**src/rtl/data_mem_arbiter_if.sv**
```systemverilog
// data_mem_arbiter_if
//   Bundles every non-clock signal of the data RAM arbiter: the pipeline
//   memory-stage port, the external agent (loader / debug DMA) port and the
//   dual-port RAM pins.
//   slave  : arbiter view (pipeline/external requests in, RAM pins out)
//   master : environment view (pipeline, external agent and RAM model)
interface data_mem_arbiter_if;
    // pipeline memory stage
    logic        p_req;
    logic [1:0]  p_we;
    logic [31:0] p_waddr;
    logic [63:0] p_wdata;
    logic [31:0] p_raddr;
    logic        p_stall;
    logic [63:0] p_rdata;
    // external agent
    logic        x_valid;
    logic        x_ready;
    logic [1:0]  x_we;
    logic [31:0] x_addr;
    logic [63:0] x_wdata;
    logic        x_rvalid;
    logic [63:0] x_rdata;
    // RAM, port A write / port B read
    logic [7:0]  ram_wea;
    logic [31:0] ram_addra;
    logic [63:0] ram_dina;
    logic [31:0] ram_addrb;
    logic [63:0] ram_doutb;

    modport slave (
        input  p_req, p_we, p_waddr, p_wdata, p_raddr,
        output p_stall, p_rdata,
        input  x_valid, x_we, x_addr, x_wdata,
        output x_ready, x_rvalid, x_rdata,
        output ram_wea, ram_addra, ram_dina, ram_addrb,
        input  ram_doutb
    );

    modport master (
        output p_req, p_we, p_waddr, p_wdata, p_raddr,
        input  p_stall, p_rdata,
        output x_valid, x_we, x_addr, x_wdata,
        input  x_ready, x_rvalid, x_rdata,
        input  ram_wea, ram_addra, ram_dina, ram_addrb,
        output ram_doutb
    );
endinterface

```
**src/rtl/data_mem_arbiter.sv**
```systemverilog
// data_mem_arbiter
//   Shares the 64-bit dual-port data RAM between the pipeline memory stage
//   (priority) and an external agent. An external request waiting behind the
//   pipeline for MAX_WAIT cycles steals the next cycle, stalling the pipeline.
//   Ports:
//     clk  : clock, rising edge
//     rst  : asynchronous active-high reset
//     bus  : data_mem_arbiter_if.slave (pipeline, external and RAM signals)
//
//   state  | meaning
//   -------+-------------------------------------------------------------
//   NORMAL | pipeline owns the RAM when p_req=1, otherwise external agent
//   STEAL  | external agent owns the RAM for one cycle, pipeline stalled
module data_mem_arbiter #(
    parameter int MAX_WAIT = 15
) (
    input  logic               clk,
    input  logic               rst,
    data_mem_arbiter_if.slave  bus
);

    typedef enum logic {NORMAL = 1'b0, STEAL = 1'b1} state_t;

    localparam logic [7:0] WAIT_LAST = 8'(MAX_WAIT - 1);

    state_t     state_q, state_d;
    logic [7:0] wcnt_q, wcnt_d;
    logic       rd_pend_q, rd_pend_d;

    logic       p_grant;
    logic       x_accept;

    // Grant is decided purely from the current state and request lines.
    assign p_grant  = (state_q == NORMAL) && bus.p_req;
    assign x_accept = !p_grant && bus.x_valid;

    always_ff @(posedge clk or posedge rst) begin
        if (rst) begin
            state_q   <= NORMAL;
            wcnt_q    <= 8'd0;
            rd_pend_q <= 1'b0;
        end else begin
            state_q   <= state_d;
            wcnt_q    <= wcnt_d;
            rd_pend_q <= rd_pend_d;
        end
    end

    always_comb begin
        state_d   = NORMAL;
        wcnt_d    = wcnt_q;
        rd_pend_d = x_accept && (bus.x_we == 2'b00);

        if (x_accept)
            wcnt_d = 8'd0;
        else if (bus.x_valid && (wcnt_q != 8'hFF))
            wcnt_d = wcnt_q + 8'd1;

        // STEAL always falls back to NORMAL, so it never lasts two cycles.
        if ((state_q == NORMAL) && bus.x_valid && bus.p_req && (wcnt_q == WAIT_LAST))
            state_d = STEAL;
    end

    always_comb begin
        bus.p_stall   = (state_q == STEAL);
        bus.x_ready   = x_accept;
        bus.x_rvalid  = rd_pend_q;
        bus.x_rdata   = bus.ram_doutb;
        bus.p_rdata   = bus.ram_doutb;

        bus.ram_wea   = 8'h00;
        bus.ram_addra = bus.p_waddr;
        bus.ram_dina  = bus.p_wdata;
        bus.ram_addrb = bus.p_raddr;

        if (p_grant) begin
            bus.ram_wea = {{4{bus.p_we[1]}}, {4{bus.p_we[0]}}};
        end else if (x_accept) begin
            bus.ram_addra = bus.x_addr;
            bus.ram_addrb = bus.x_addr;
            bus.ram_dina  = bus.x_wdata;
            bus.ram_wea   = {{4{bus.x_we[1]}}, {4{bus.x_we[0]}}};
        end
        // STEAL with x_valid low leaves wea at zero: an idle stalled cycle.
    end

endmodule

```
**src/flat_wrapper.sv**
```systemverilog
// flat-port wrapper written by rule: the top's interface ports become plain ports
module data_mem_arbiter_flat 
#(
    parameter int MAX_WAIT = 15
)
  (clk, rst, bus_p_req, bus_p_we, bus_p_waddr, bus_p_wdata, bus_p_raddr, bus_p_stall, bus_p_rdata, bus_x_valid, bus_x_we, bus_x_addr, bus_x_wdata, bus_x_ready, bus_x_rvalid, bus_x_rdata, bus_ram_wea, bus_ram_addra, bus_ram_dina, bus_ram_addrb, bus_ram_doutb);
  data_mem_arbiter_if bus_i ();
  input  logic clk;
  input  logic rst;
  input wire logic [$bits(bus_i.p_req)-1:0] bus_p_req;
  input wire logic [$bits(bus_i.p_we)-1:0] bus_p_we;
  input wire logic [$bits(bus_i.p_waddr)-1:0] bus_p_waddr;
  input wire logic [$bits(bus_i.p_wdata)-1:0] bus_p_wdata;
  input wire logic [$bits(bus_i.p_raddr)-1:0] bus_p_raddr;
  output wire logic [$bits(bus_i.p_stall)-1:0] bus_p_stall;
  output wire logic [$bits(bus_i.p_rdata)-1:0] bus_p_rdata;
  input wire logic [$bits(bus_i.x_valid)-1:0] bus_x_valid;
  input wire logic [$bits(bus_i.x_we)-1:0] bus_x_we;
  input wire logic [$bits(bus_i.x_addr)-1:0] bus_x_addr;
  input wire logic [$bits(bus_i.x_wdata)-1:0] bus_x_wdata;
  output wire logic [$bits(bus_i.x_ready)-1:0] bus_x_ready;
  output wire logic [$bits(bus_i.x_rvalid)-1:0] bus_x_rvalid;
  output wire logic [$bits(bus_i.x_rdata)-1:0] bus_x_rdata;
  output wire logic [$bits(bus_i.ram_wea)-1:0] bus_ram_wea;
  output wire logic [$bits(bus_i.ram_addra)-1:0] bus_ram_addra;
  output wire logic [$bits(bus_i.ram_dina)-1:0] bus_ram_dina;
  output wire logic [$bits(bus_i.ram_addrb)-1:0] bus_ram_addrb;
  input wire logic [$bits(bus_i.ram_doutb)-1:0] bus_ram_doutb;
  assign bus_i.p_req = bus_p_req;
  assign bus_i.p_we = bus_p_we;
  assign bus_i.p_waddr = bus_p_waddr;
  assign bus_i.p_wdata = bus_p_wdata;
  assign bus_i.p_raddr = bus_p_raddr;
  assign bus_p_stall = bus_i.p_stall;
  assign bus_p_rdata = bus_i.p_rdata;
  assign bus_i.x_valid = bus_x_valid;
  assign bus_i.x_we = bus_x_we;
  assign bus_i.x_addr = bus_x_addr;
  assign bus_i.x_wdata = bus_x_wdata;
  assign bus_x_ready = bus_i.x_ready;
  assign bus_x_rvalid = bus_i.x_rvalid;
  assign bus_x_rdata = bus_i.x_rdata;
  assign bus_ram_wea = bus_i.ram_wea;
  assign bus_ram_addra = bus_i.ram_addra;
  assign bus_ram_dina = bus_i.ram_dina;
  assign bus_ram_addrb = bus_i.ram_addrb;
  assign bus_i.ram_doutb = bus_ram_doutb;
  data_mem_arbiter #(.MAX_WAIT(MAX_WAIT)) u_core (.clk(clk), .rst(rst), .bus(bus_i));
endmodule
```
**config.mk**
```make
export PLATFORM = sky130hd
export DESIGN_NAME = data_mem_arbiter_flat
export DESIGN_NICKNAME = d
export VERILOG_FILES = /design/src/rtl/data_mem_arbiter_if.sv /design/src/rtl/data_mem_arbiter.sv /design/src/flat_wrapper.sv
export SDC_FILE = /design/constraint.sdc
export NUM_CORES = 1
export LEC_CHECK = 0
export ABC_AREA = 1
export CAP_MARGIN = 25
export CELL_PAD_IN_SITES_DETAIL_PLACEMENT = 0
export CELL_PAD_IN_SITES_GLOBAL_PLACEMENT = 1
export CORE_AREA = 2 2 221 223
export CTS_CLUSTER_SIZE = 28
export DETAILED_ROUTE_END_ITERATION = 6
export DIE_AREA = 0 0 223 225
export GPL_TIMING_DRIVEN = 0
export PLACE_DENSITY = 0.64
export REMOVE_ABC_BUFFERS = 1
export SYNTH_ARGS = -nofsm -noshare
export SYNTH_HDL_FRONTEND = slang
export SYNTH_SLANG_ARGS = --single-unit
```
**constraint.sdc**
```tcl
create_clock -name clk -period 3.27 [get_ports clk]
set_clock_uncertainty 0.15 [all_clocks]
set_input_delay 0.654 -clock clk [delete_from_list [all_inputs] [get_ports clk]]
set_output_delay 0.654 -clock clk [all_outputs]
set_load 0.1 [all_outputs]
```
## Word level (Yosys, flattened, before mapping)

Cells that the tools add are included.

| operators by class | value |
|---|---|
| shifts and indexed selects | 0 |
| multipliers | 0 |
| bitwise gates (word level) | 1 |
| mux-type cells | 11 |
| $add $sub $neg | 1 |
| divide/modulo/power cells | 0 |
| equal/unequal tests | 2 |
| order comparisons | 0 |
| reduce and logical (&&, ||, !) cells | 10 |

Operators with widths:

| operator | number |
|---|---|
| 32-bit two-way mux | 4 |
| 64-bit two-way mux | 2 |
| 8-bit two-way mux | 4 |
| 8-bit by 1-bit adder with 8-bit output, second input constant | 1 |
| 8-bit by 4-bit == test with 1-bit output, second input constant | 1 |
| 8-bit inequality test, second input constant | 1 |
| 1-bit logical AND | 7 |
| 2-bit zero test | 1 |
| 2-bit nonzero test | 1 |
| 1-bit zero test | 1 |
| 1-bit two-way mux | 1 |
| 1-bit NOT | 1 |

| word-level totals | value |
|---|---|
| register bits after elaboration | 10 |
| output and inout bits | 267 |
| input bits | 296 |
| RAM bits | 0 |
| memories kept | 0 |
| latch bits | 0 |
| bits in read-only memories | 0 |

## Depth between registers and ports, before layout

| logic depth | value |
|---|---|
| depth after elaboration | 6 |
| depth in mapped cells | 8 |
| gate-level depth less buffers | 8 |

## Least setup slack after synthesis

OpenSTA, ideal clock, no wires.

| path | value |
|---|---|
| kind | register -> output |
| start | register u_core.state_q, in the netlist u_core.bus.p_stall |
| end | output port bus_ram_wea[1] |
| stages on the path, launching flop included | 8 |
| path buffers | 2 |
| setup slack | -0.183 ns |
| arrival time | 2.649 ns |
| path through | dfrtp_1 inv_2 nand2_4 nand2_4 inv_4 buf_6 a22o_1 buf_4 |

| between the ends | value |
|---|---|
| longest elaborated chain between the ends | 6 |

Ends and longest elaborated chain:

| element | RTL line | text |
|---|---|---|
| from (decl) | data_mem_arbiter.sv:26 | `state_t state_q, state_d;` |
| from (signal assigned) | data_mem_arbiter.sv:43 | `state_q <= state_d;` |
| 1-bit NOT * | data_mem_arbiter.sv:34 | `assign p_grant = (state_q == NORMAL) && bus.p_req;` |
| 1-bit logical AND * | data_mem_arbiter.sv:34 |  |
| 1-bit zero test | data_mem_arbiter.sv:35 | `assign x_accept = !p_grant && bus.x_valid;` |
| 1-bit logical AND | data_mem_arbiter.sv:35 |  |
| 8-bit two-way mux | data_mem_arbiter.sv:78 | `end else if (x_accept) begin` |
| 8-bit two-way mux * | data_mem_arbiter.sv:76 | `if (p_grant) begin` |
| to (decl) | flat_wrapper.sv:24 | `output wire logic [$bits(bus_i.ram_wea)-1:0] bus_ram_wea;` |

Mark *: on every way between the ends. The rest lies on a longest branch, timed or not.

## Worst setup path after layout

| path | value |
|---|---|
| start | input port bus_x_valid |
| end | output port bus_ram_dina[20] |

| between the ends | value |
|---|---|
| longest elaborated chain between the ends | 3 |

Ends and longest elaborated chain:

| element | RTL line | text |
|---|---|---|
| from (decl) | flat_wrapper.sv:17 | `input wire logic [$bits(bus_i.x_valid)-1:0] bus_x_valid;` |
| 1-bit logical AND | data_mem_arbiter.sv:35 |  |
| 64-bit two-way mux | data_mem_arbiter.sv:78 |  |
| 64-bit two-way mux | data_mem_arbiter.sv:76 |  |
| to (decl) | flat_wrapper.sv:26 | `output wire logic [$bits(bus_i.ram_dina)-1:0] bus_ram_dina;` |

Every way passes these cells.

==> metrics.cfg <==
[setup_path]
start_kind=input pin
crit_type=input pin to output port
reg2reg_to=u_core.wcnt_q[6]
startpoint=bus_x_valid
path_cells=clkbuf_4 > nand2_8 > inv_16 > buf_16 > nand2_1 > nand2_1 > buf_8
crit_arrival_ns=2.21
rr_worst_depth=7
crit_fanout=30
endpoint_kind=output port
reg2reg_slack_ns=1.64
critPathMaxStageDelay_ns=0.38
r2r-start=u_core.wcnt_q[1]
crit_end=bus_ram_dina[20]
crit_path_frequent_cell=nand2_1
cp_slowest_cell=clkbuf_4
worstPathRequired_ns=2.47

[global_route]
grt_max_degree=35
grt_pass1_wl_mm=43.21
antenna_found_initial=6
grt_pass1_vias=4848
gr-total-overflow=0
grt_usage_pct=12.89

[power_and_ir_drop]
power_per_cell_area_mw_per_mm2=339.4
leakage_nw=3.178
finalPower_w=0.002257
vdd_ir_drop_max_mv=0.1456

[die]
die_height_um=225
core_area_mm2=0.04755
rows=80
start_util_pct=6.595
io_pins=563
die-width_um=223
dieArea_mm2=0.05018

[clock_network]
cts_sinks=10
cts.clk_slew.worst_paths_ns=0.04
clockBufferDepth=2
cts_tree=done
ctsRootBufferMaster=clkbuf_16
cts_htree_levels=1
clk_latency_ns=0.24
numCtsBuffers=3

[sta]
fmax_mhz=332.2
grt_setup_unrepaired=false
hold_violations=0
relSlewSlack_pct=34.90
fin_tns_setup_ns=0
finalCritPeriodShare_pct=92.07
finalCriticalPeriod_ns=3.011
setup_slack_ns=0.2594
setup_viol=0
final_max_slew_viol_count=0
worst_slew_pin_slew_ns=0.9735

[synthesis]
synth_compound_area_share_pct=2.474
yosysSeqAreaShare_pct=7.981
netlist_area_mm2=0.003136
synthMuxAreaShare_pct=0
synthAdderAreaFrac_pct=0.7981
syn_area_per_cell_um2=5.252
postSynthCellCount=597
synth_xor_area_share_pct=0
synth_seq_cells=10
yosys.area_share.simple_pct=49.96
synth.distinct_cells=23
ys_warn_count=0
synth_top_family_by_area=simple AND/OR/NAND/NOR gates

[finish]
multi_input_area_mm2=0.001790
nets=1126
final_cell_mix=nand2_1, clkdlybuf4s50_1, buf_4, buf_6, buf_2
register_area_um2=250.2
finalNonFillerCells=1442
final_common_cell=nand2_1
final.fill_count=5574
area_growth_pct=112.1
n_antenna_cell=0
drive_above_1_share_pct=21.04

[min_path]
hp-start=u_core.wcnt_q[7]
hold_path_class=flip-flop to flip-flop

[detailed_routing]
initialDrtViolationCount=325
vias_per_cell=3.350
wl_per_cell_um=23.74
dr.pass1.iters=4
vias=4831
route.detailed.drc=0
wl_mm=34.24
drtAntennaViolNets=0

[placed_design]
port_buffers=370
gp_congestion=0.8665
dp.final_hpwl_mm=26.16
placedCellCount=1424
pre_cts_ws_ns=-2.173

[flow_run]
maxCapViolations=0

[run_status]
status=finished clean

[cell usage after synthesis]
cell	count	area share, %
a21oi_1	4	0.64
a22o_1	2	0.56
buf_2	13	2.1
buf_4	143	34
buf_6	3	1.1
dfrtp_1	10	8.0
ha_1	2	0.80
inv_1	9	1.1
inv_2	1	0.12
inv_4	1	0.20
nand2_1	376	45
nand2_2	2	0.40
nand2_4	3	1.1
nand3_1	7	1.1
nand3_2	1	0.32
nand4_1	2	0.40
nor2_1	8	0.96
nor2_4	1	0.36
nor3_1	2	0.32
o211ai_1	1	0.24
o21ai_0	3	0.48
o21ai_1	2	0.32
o21bai_1	1	0.24
[report_power, final]
group | total [W] | switching, W | internal [W]
Sequential | 0.000140 | 0.00000911 | 0.000131
Clock | 0.000246 | 0.0000617 | 0.000184
Combinational | 0.00187 | 0.00134 | 0.000528
[layer usage]
layer | up-vias | share of wire [%] | global-route usage, %
met5 | - | 2.4 | 12.02
met4 | 18 | 1.4 | 2.013
met3 | 40 | 22 | 12.45
met2 | 521 | 36 | 16.75
met1 | 2128 | 38 | 14.16
li1 | 2124 | - | -
[flip-flops by register name (all words and copies together) (netlist names)]
name,flops
u_core.bus.x_rvalid,1
u_core.bus.p_stall,1
u_core.wcnt_q,8
[metrics by stage]
| step | util (%) | hold WS [ns] | instance area (um^2) |
|---|---|---|---|
| after floorplan | - | 0.3424 | 1963 |
| after global placement | 13.54 | 0.3701 | 6436 |
| after detailed placement | 13.61 | 0.3868 | 6472 |
| after CTS | 13.98 | 0.3972 | 6649 |
| after global routing | 13.99 | 0.4289 | 6651 |
| final | 13.99 | 0.3968 | 6651 |
[cells by family (layout without fill, tap and decap cells)]
kind of cell	after synthesis	in the layout
and+or+nand+nor	402	406
DFF	10	10
adders and majority gates	2	2
AOI/OAI and AO/OA	13	13
buffers and inverters	170	396
[worst min path at each step]
stage / end / slack [ns] / depth (start not counted)
final: u_core.wcnt_q[7] / 0.40 / 2
after global routing: u_core.wcnt_q[7] / 0.43 / 2
after CTS: u_core.wcnt_q[7] / 0.40 / 2
after detailed placement: u_core.wcnt_q[7] / 0.39 / 2
after global placement: u_core.wcnt_q[7] / 0.37 / 2
after floorplan: u_core.bus.p_stall / 0.34 / 1
[worst max-delay path, delay by kind of cell]
family	cells	cell delay, ns
AND/OR/NAND/NOR	3	0.55
buffers and inverters	4	0.91
[area by class of cell]
type,count,share of cell area [%]
Sequential cell,10,3.762
Multi-Input combinational cell,421,26.92
Clock buffer,4,1.336
Timing Repair Buffer,379,55.29
Inverter,11,0.8653
Tap cell,615,11.57
Timing Repair inverter,2,0.2634
[timing repair]
action | CTS | global route
resized for setup | 882 | 1
gates cloned | 7 | 0
setup endpoints to repair | 137 | 10
pin swaps | 2 | 0
hold buffers | 0 | 0
setup buffers | 7 | 0
(Power assumes the default switching activity.)
